--- config.mk ---
export PLATFORM = sky130hd
export DESIGN_NAME = uart_tx
export DESIGN_NICKNAME = d
export VERILOG_FILES = /design/src/rtl/uart_pkg.sv /design/src/rtl/uart_tx_fifo.sv /design/src/rtl/uart_tx.sv
export SDC_FILE = /design/constraint.sdc
export NUM_CORES = 1
export LEC_CHECK = 0
export ABC_AREA = 1
export BUFFER_PORTS_ARGS = -buffer_cell sky130_fd_sc_hd__buf_2
export CAP_MARGIN = 20
export CELL_PAD_IN_SITES_DETAIL_PLACEMENT = 0
export CELL_PAD_IN_SITES_GLOBAL_PLACEMENT = 2
export CORE_MARGIN = 2
export CORE_UTILIZATION = 37
export CTS_CLUSTER_SIZE = 40
export DETAILED_ROUTE_END_ITERATION = 8
export GPL_TIMING_DRIVEN = 0
export PLACE_DENSITY_LB_ADDON = 0.1
export SETUP_SLACK_MARGIN = 0.05
export SYNTH_ARGS = -nofsm -noshare
export SYNTH_HDL_FRONTEND = slang
export SYNTH_SLANG_ARGS = --single-unit
--- constraint.sdc ---
create_clock -name clk -period 3.3 [get_ports clk]
set_input_delay 0.165 -clock clk [delete_from_list [all_inputs] [get_ports clk]]
set_output_delay 0.165 -clock clk [all_outputs]
set_load 0.02 [all_outputs]
--- src/rtl/uart_pkg.sv ---
// Shared types and line levels for the 8N1 transmit path.
package uart_pkg;

  typedef enum logic [1:0] {
    IDLE,
    START,
    DATA,
    STOP
  } state_t;

  localparam int   DATA_BITS   = 8;
  localparam logic IDLE_LEVEL  = 1'b1;
  localparam logic START_LEVEL = 1'b0;
  localparam logic STOP_LEVEL  = 1'b1;

endpackage

--- src/rtl/uart_tx_fifo.sv ---
// Synchronous byte FIFO with a registered full flag; head is visible on dout.
module uart_tx_fifo #(
  parameter int DEPTH = 4,
  parameter int WIDTH = 8,
  parameter int CNT_W = $clog2(DEPTH) + 1
) (
  input  logic             clk,
  input  logic             reset,
  input  logic             push,
  input  logic             pop,
  input  logic [WIDTH-1:0] din,
  output logic [WIDTH-1:0] dout,
  output logic [CNT_W-1:0] count,
  output logic             full,
  output logic             empty
);

  localparam int               PTR_W   = $clog2(DEPTH);
  localparam logic [CNT_W-1:0] DEPTH_C = CNT_W'(DEPTH);

  logic [WIDTH-1:0] mem [DEPTH];
  logic [PTR_W-1:0] wr_ptr;
  logic [PTR_W-1:0] rd_ptr;
  logic [CNT_W-1:0] count_n;
  logic             do_push;
  logic             do_pop;

  // full is the pre-edge value, so a write racing a pop while full is dropped
  assign empty   = (count == '0);
  assign do_push = push && !full;
  assign do_pop  = pop && !empty;
  assign dout    = mem[rd_ptr];

  always_comb begin
    count_n = count;
    if (do_push && !do_pop) begin
      count_n = count + 1'b1;
    end else if (!do_push && do_pop) begin
      count_n = count - 1'b1;
    end
  end

  always_ff @(posedge clk) begin
    if (reset) begin
      wr_ptr <= '0;
      rd_ptr <= '0;
      count  <= '0;
      full   <= 1'b0;
    end else begin
      if (do_push) wr_ptr <= wr_ptr + 1'b1;
      if (do_pop)  rd_ptr <= rd_ptr + 1'b1;
      count <= count_n;
      full  <= (count_n == DEPTH_C);
    end
  end

  always_ff @(posedge clk) begin
    if (do_push) mem[wr_ptr] <= din;
  end

endmodule

--- src/rtl/uart_tx.sv ---
// 8N1 transmit-only UART: byte FIFO feeding a divisor-timed shift engine.
module uart_tx
  import uart_pkg::*;
#(
  parameter int FIFO_DEPTH = 4,
  parameter int DIV_W      = 16
) (
  input  logic             clk,
  input  logic             reset,
  input  logic [7:0]       wdata,
  input  logic             we,
  input  logic [DIV_W-1:0] bdiv,
  output logic             tx,
  output logic             busy,
  output logic             full
);

  localparam int               CNT_W    = $clog2(FIFO_DEPTH) + 1;
  localparam int               BIT_W    = $clog2(DATA_BITS);
  localparam logic [BIT_W-1:0] LAST_BIT = BIT_W'(DATA_BITS - 1);

  state_t               state;
  state_t               state_n;
  logic [DIV_W-1:0]     div_cnt;
  logic [DIV_W-1:0]     div_n;
  logic [DIV_W-1:0]     bdiv_lat;
  logic [DIV_W-1:0]     bdiv_n;
  logic [DIV_W-1:0]     bdiv_eff;
  logic [BIT_W-1:0]     bit_cnt;
  logic [BIT_W-1:0]     bit_n;
  logic [DATA_BITS-1:0] shift;
  logic [DATA_BITS-1:0] shift_n;
  logic [DATA_BITS-1:0] head;
  logic [CNT_W-1:0]     count;
  logic                 tx_n;
  logic                 load;
  logic                 wrap;
  logic                 empty;

  uart_tx_fifo #(
    .DEPTH (FIFO_DEPTH),
    .WIDTH (DATA_BITS),
    .CNT_W (CNT_W)
  ) u_fifo (
    .clk   (clk),
    .reset (reset),
    .push  (we),
    .pop   (load),
    .din   (wdata),
    .dout  (head),
    .count (count),
    .full  (full),
    .empty (empty)
  );

  assign bdiv_eff = (bdiv == '0) ? DIV_W'(1) : bdiv;
  assign wrap     = (div_cnt == bdiv_lat - 1'b1);
  assign busy     = (count != '0) || (state != IDLE);

  always_comb begin
    state_n = state;
    div_n   = div_cnt;
    bit_n   = bit_cnt;
    shift_n = shift;
    bdiv_n  = bdiv_lat;
    tx_n    = tx;
    load    = 1'b0;
    case (state)
      IDLE: begin
        tx_n = IDLE_LEVEL;
        load = !empty;
      end
      START: begin
        if (wrap) begin
          state_n = DATA;
          tx_n    = shift[0];
        end
      end
      DATA: begin
        if (wrap) begin
          if (bit_cnt == LAST_BIT) begin
            state_n = STOP;
            tx_n    = STOP_LEVEL;
          end else begin
            bit_n   = bit_cnt + 1'b1;
            shift_n = shift >> 1;
            tx_n    = shift[1];
          end
        end
      end
      STOP: begin
        if (wrap) begin
          if (!empty) begin
            load = 1'b1;
          end else begin
            state_n = IDLE;
            tx_n    = IDLE_LEVEL;
          end
        end
      end
      default: state_n = IDLE;
    endcase
    if (state != IDLE) begin
      div_n = wrap ? '0 : div_cnt + 1'b1;
    end
    // Popping from IDLE or the last stop cycle starts a frame with no idle gap
    if (load) begin
      state_n = START;
      shift_n = head;
      bdiv_n  = bdiv_eff;
      bit_n   = '0;
      div_n   = '0;
      tx_n    = START_LEVEL;
    end
  end

  always_ff @(posedge clk) begin
    if (reset) begin
      state   <= IDLE;
      div_cnt <= '0;
      bit_cnt <= '0;
      tx      <= IDLE_LEVEL;
    end else begin
      state   <= state_n;
      div_cnt <= div_n;
      bit_cnt <= bit_n;
      tx      <= tx_n;
    end
  end

  always_ff @(posedge clk) begin
    shift    <= shift_n;
    bdiv_lat <= bdiv_n;
  end

endmodule

Yosys cells after proc, flatten, opt, wreduce, memory -nomap -nowiden --
Memory sizes are Yosys's and may differ from the RTL's. A register that Yosys moved wholly into a read port is not among the register bits. Cells that the tools add are included.
Word-level totals: flip-flop bits (word level) 54, memories 1, word-level logic and storage cells 89, RAM bits 32, output and inout port bits 3, input port bits 27
Operators by class: reductions and logical operators 24, multiplexer cells 28, $add $sub $neg 7, bitwise logic cells 1, eq/ne operators 17
Memories:
- u_fifo.mem | depth 4, bits a word 8, read ports 1, clocked after memory_dff 1, write ports 1, line uart_tx_fifo.sv:21 | logic [WIDTH-1:0] mem [DEPTH];
Operators by type and width (count):
- $mux W8 | 4
- $add A16 B1 Y16 const B | 1
- $eq A16 B16 Y1 | 1
- $logic_not A16 Y1 | 1
- $mux W16 | 1
- $sub A16 B1 Y16 const B | 1
- $ne A3 B2 Y1 const B | 5
- $mux W2 | 7
- $reduce_and A6 Y1 | 2
- $mux W1 | 11
- $ne A2 B2 Y1 const B | 5
- $add A3 B1 Y3 const B | 2
- $eq A3 B3 Y1 const B | 2
- $mux W3 | 2
- $pmux W2 S3 | 1
- $reduce_and A3 Y1 | 2
- $reduce_bool A2 Y1 | 3
- $reduce_bool A3 Y1 | 2
- $add A2 B1 Y2 const B | 2
- $eq A2 B2 Y1 const B | 2
- $logic_and A1 B1 Y1 | 4
- $logic_not A1 Y1 | 4
- $pmux W1 S4 | 1
- $reduce_and A4 Y1 | 1
- 10 further kinds | 10

Depth between registers and ports, before layout --
depth after elaboration 9, gate-level depth with buffers 22, mapped depth without buffers 22

Modules after synthesis --
From an unflattened synthesis, not the netlist that was laid out.
Second synthesis, totals: cells, all modules 541, area, all modules 4683.2 sq um
By module, submodules not included:
- uart_tx | sequential area each 1161.1 sq um, instances 1, cells each 395, area an instance 2950.3 sq um
- uart_tx_fifo | sequential area each 1161.1 sq um, instances 1, cells each 146, area an instance 1732.9 sq um

Least setup slack after synthesis --
No wires, ideal clock.
kind reg-to-reg, start point register bdiv_lat[0], end point register shift[0], enable pin, data arrival time 2.063 ns, clock period less this slack 2.392 ns, data required time 2.971 ns, library setup time 0.329 ns, slack 0.908 ns, path buffers 1, cell stages (with the launch flop) 16, cells stage by stage edfxtp_1 -> inv_1 -> ha_1 -> nand2_2 -> nor2_4 -> nand2_1 -> nand2_1 -> nand2_1 -> nor2_1 -> nand2_1 -> nor2_2 -> nand3_1 -> nand2_2 -> nand2_4 -> buf_2 -> nand2_1
On the way: cells in the longest elaborated chain, start to end 6, elaborated cells on any way between the ends 8, classes of those cells add/sub (1); eq/ne (2); mux (2); reduce/logical (3)
Ends and longest elaborated chain:
- start: declaration | line uart_tx.sv:26 | logic [DIV_W-1:0] bdiv_lat;
- start signal: assignment | line uart_tx.sv:133 | bdiv_lat <= bdiv_n;
- $sub A16 B1 Y16 * | line uart_tx.sv:57 | assign wrap = (div_cnt == bdiv_lat - 1'b1);
- $eq A16 B16 Y1 * | line uart_tx.sv:57
- $mux W1 | line uart_tx.sv:92 | if (wrap) begin
- $pmux W1 S2 | line uart_tx.sv:68 | case (state)
- $ne A2 B1 Y1 (no source line) / $reduce_bool A2 Y1 (equally long branches)
- $reduce_and A3 Y1 (no source line) *
- end signal: assignment | line uart_tx.sv:132 | shift <= shift_n;
- end: declaration | line uart_tx.sv:31 | logic [DATA_BITS-1:0] shift;
Every way passes the cells marked *; elsewhere a longest branch is shown, timed or not. A chain may end at the register's enable or synchronous reset.

Worst setup path after layout --
start point register bdiv_lat[0], end point register shift[1], enable pin
Same word-level chain as after synthesis.

==> results by group <==
Run status
  • Status: completed

Timing
  • Final Hold Viols: 0
  • Crit share post-route: 87.0%
  • Clock Skews: roughly 6.5 ps
  • Slew Limit Fails: 0
  • Setup repair after global routing missed its margin: no
  • Setup WS post-layout: 429 ps
  • Worst slew pin tran: 819 ps
  • Min Tclk post-route: 2870 ps
  • Setup violators final: 0
  • Relative max-transition margin: 45.2%
  • Max Clock Freq: 0.348 GHz
  • Setup TNS Final: 0 ps

Critical path
  • R2R Path Start: bdiv_lat[0]
  • Crit path from: bdiv_lat[0]
  • Worst EP required: 3310 ps
  • Startpoint Class: flip-flop
  • Top Family by Delay on Critical Path: simple AND/OR/NAND/NOR gates
  • Crit. End Element: flip-flop
  • Worst path bufs/invs: 2
  • Worst path slowest cell: edfxtp_1
  • Most frequent CP cell: nand2_1
  • Slowest Stage Delay on Critical Path: 410 ps
  • CP arrival: 2880 ps
  • Worst-path cell chain: inv_1 -> ha_1 -> nand2_2 -> nor2_4 -> nand2_2 -> nand2_1 -> nand2_1 -> nor2_1 -> nand2_1 -> nor2_2 -> nand3_1 -> nand2_2 -> nand2_4 -> buf_2 -> nand2_1
  • Critical path class: reg -> reg
  • Crit-path max FO: 10

Clock tree
  • CTS tree: done
  • Clock Pin Slew Worst Setup and Hold Paths: 70 ps
  • CTS Hold Bufs: 0
  • H-tree Lvls: 3
  • CTS Buf Count: 9
  • Worst-Skew Late Latency: 350 ps
  • Clock Tree Root: clkbuf_16
  • Clock sinks: between 80 and 90
  • Post-CTS setup buffers: 0
  • PostCTS Resize Cnt: 0
  • Clock buffer depth: 2

Power and ir drop
  • Sequential Power Share: approximately two fifths
  • Clk network pwr share: 22.4%
  • Pint: 2.56 mW
  • Net Switching: between 1.5 and 2 mW
  • Switch share: slightly above 40%
  • Tot Pwr: 4.31 mW
  • PD cells: 837 nW/um^2
  • Leakage: ~2.1 nW
  • Gate power share: 38.1%
  • Peak VDD IR: 0.381 mV

Cells and area
  • Multi-input logic area: roughly 1900 um^2
  • # fillers: 1238
  • Final core occ: a little over two fifths
  • Synth-to-layout area growth: 13.3%
  • Commonest non-fill, non-tap cell in the layout: nand2_1
  • Layout cells sized above 1: 11.9%
  • Most frequent cells in the layout: nand2_1 (131), nor2_1 (80), edfxtp_1 (56)
  • Final #Nets: 616
  • Diodes inserted: 0
  • FF+latch area: 2320 um^2
  • Post-Layout Inst Area: around 5200 um^2

Synth
  • Ys flop type: edfxtp_1
  • Synthesized cell area: 4550 um^2
  • Seq cells post-synth: 88
  • Mapped Cells: between 500 and 600
  • Synth Area per Inst: 8.52 um^2
  • Synth unique cells: 34
  • Async set or reset register ratio after synthesis: 0%
  • EDFF count, synth: 56
  • Sequential element share of the synthesized area: between 50 and 60%
  • Post-Syn Nets: 576
  • Ys Warns: 0

Place
  • RePlAce Congestion: approximately 0.79
  • Port-buffer cells: 29
  • DP HPWL: 7.39 mm
  • Placed instance area: approximately 4900 um^2
  • DP Worst Slack: around 360 ps

Floorplanning
  • Die width: 115 um
  • Die area: 13200 um^2
  • IO Pins: 30
  • Row cnt: 40
  • Core area: 12000 um^2
  • DIE HEIGHT: 115 um
  • Starting Density: 37.9%

Route
  • Via/cell ratio: about 4.7
  • Drt first pass iters: 4
  • DR WL/cell: ~13 um
  • DRC violation total after the first TritonRoute iteration: 116
  • DRC viols: 0
  • Vias: 3406
  • Drt total wl: 9.77 mm
  • Antenna-violating nets left: 0

Hold path
  • HP Class: in -> reg
  • Worst Hold Launch: wdata[6]

Global routing
  • Largest net degree at the start of global routing: 26
  • First-pass GRT wire length: roughly 16 mm
  • Tot GR Track Use: 16.1%
  • Grt ovf: 0
  • Initial antenna violation count: 0
  • Vias in the first global route: 3447

Run
  • Max_cap viols: 0
==> routing by layer <==
layer	global-route usage [%]	share of wire, %	up-vias
met5	0	0	-
met4	6.75	1.5	0
met3	3.00	2.2	11
met2	29.2	52	29
met1	18.7	45	1566
li1	-	-	1800
==> path summary, 6_finish.rpt <==
path / end / slack (ps) / cells after the start
setup / recovery: shift[1] / 430 / 15
hold / removal: u_fifo.mem[3][6] / 30 / 1
setup reg to reg: shift[1] / 430 / 15
hold reg to reg: bit_cnt[2] / 480 / 2
==> flip-flops by register name (all words and copies together) (netlist names), named ones only <==
signal	count
u_fifo.wr_ptr	2
bit_cnt	3
div_cnt	16
tx	1
u_fifo.full	1
state	2
bdiv_lat	16
shift	8
u_fifo.count	3
u_fifo.mem	32
u_fifo.rd_ptr	2
==> Yosys cell counts, types with 4 or more instances <==
cell type | n | area share (%)
nor4_1 | 5 | 0.69
dfxtp_1 | 32 | 14
nor2_1 | 80 | 6.6
xnor2_1 | 9 | 1.7
a21oi_1 | 11 | 1.2
nor2_2 | 4 | 0.55
ha_1 | 15 | 4.1
nand2_1 | 131 | 11
o21ai_0 | 22 | 2.4
nor3_1 | 8 | 0.88
inv_1 | 53 | 4.4
nand3_1 | 25 | 2.8
nand2_2 | 4 | 0.55
nand4_1 | 6 | 0.83
edfxtp_1 | 56 | 37
clkbuf_1 | 18 | 1.5
nor2_4 | 4 | 0.99
xor2_1 | 22 | 4.2
o22ai_1 | 7 | 0.96
==> through the flow <==
stage	hold slack (ps)	std cells
after floorplan	234	534
after global placement	373	710
after detailed placement	382	710
after CTS	15.9	726
after global routing	25.3	726
final	26.6	726
==> logic make-up (layout without fill, tap and decap cells) <==
logic type / after synthesis / after routing / synth area share (%)
buffers and inverters: 78 / 123 / 6.74
DFF: 88 / 88 / 51.1
and+or+nand+nor: 278 / 278 / 26.7
AOI/OAI and AO/OA: 44 / 44 / 5.39
adders and majority gates: 15 / 15 / 4.13
xor gates and xnor gates: 31 / 31 / 5.97
==> power by group through the flow <==
| stage | Sequential [mW] | Clock, mW | Combinational (mW) |
|---|---|---|---|
| after floorplan | 1.67 | 0 | 1.27 |
| after global placement | 1.73 | 0 | 1.67 |
| after detailed placement | 1.73 | 0 | 1.67 |
| after CTS | 1.71 | 0.991 | 1.68 |
| after global routing | 1.74 | 1.04 | 1.89 |
| final | 1.71 | 0.966 | 1.64 |
==> cell type report <==
| class | count | share of cell area, % |
|---|---|---|
| clock buffers | 10 | 4.44 |
| multi-input cells | 368 | 37.2 |
| plain buffers | 22 | 1.82 |
| inverters | 56 | 4.13 |
| flip-flops and latches | 88 | 45.0 |
| repair buffers | 29 | 2.82 |
| well taps | 147 | 3.57 |
| clock inverters | 6 | 0.947 |
Power figures use the tool's default switching activity.
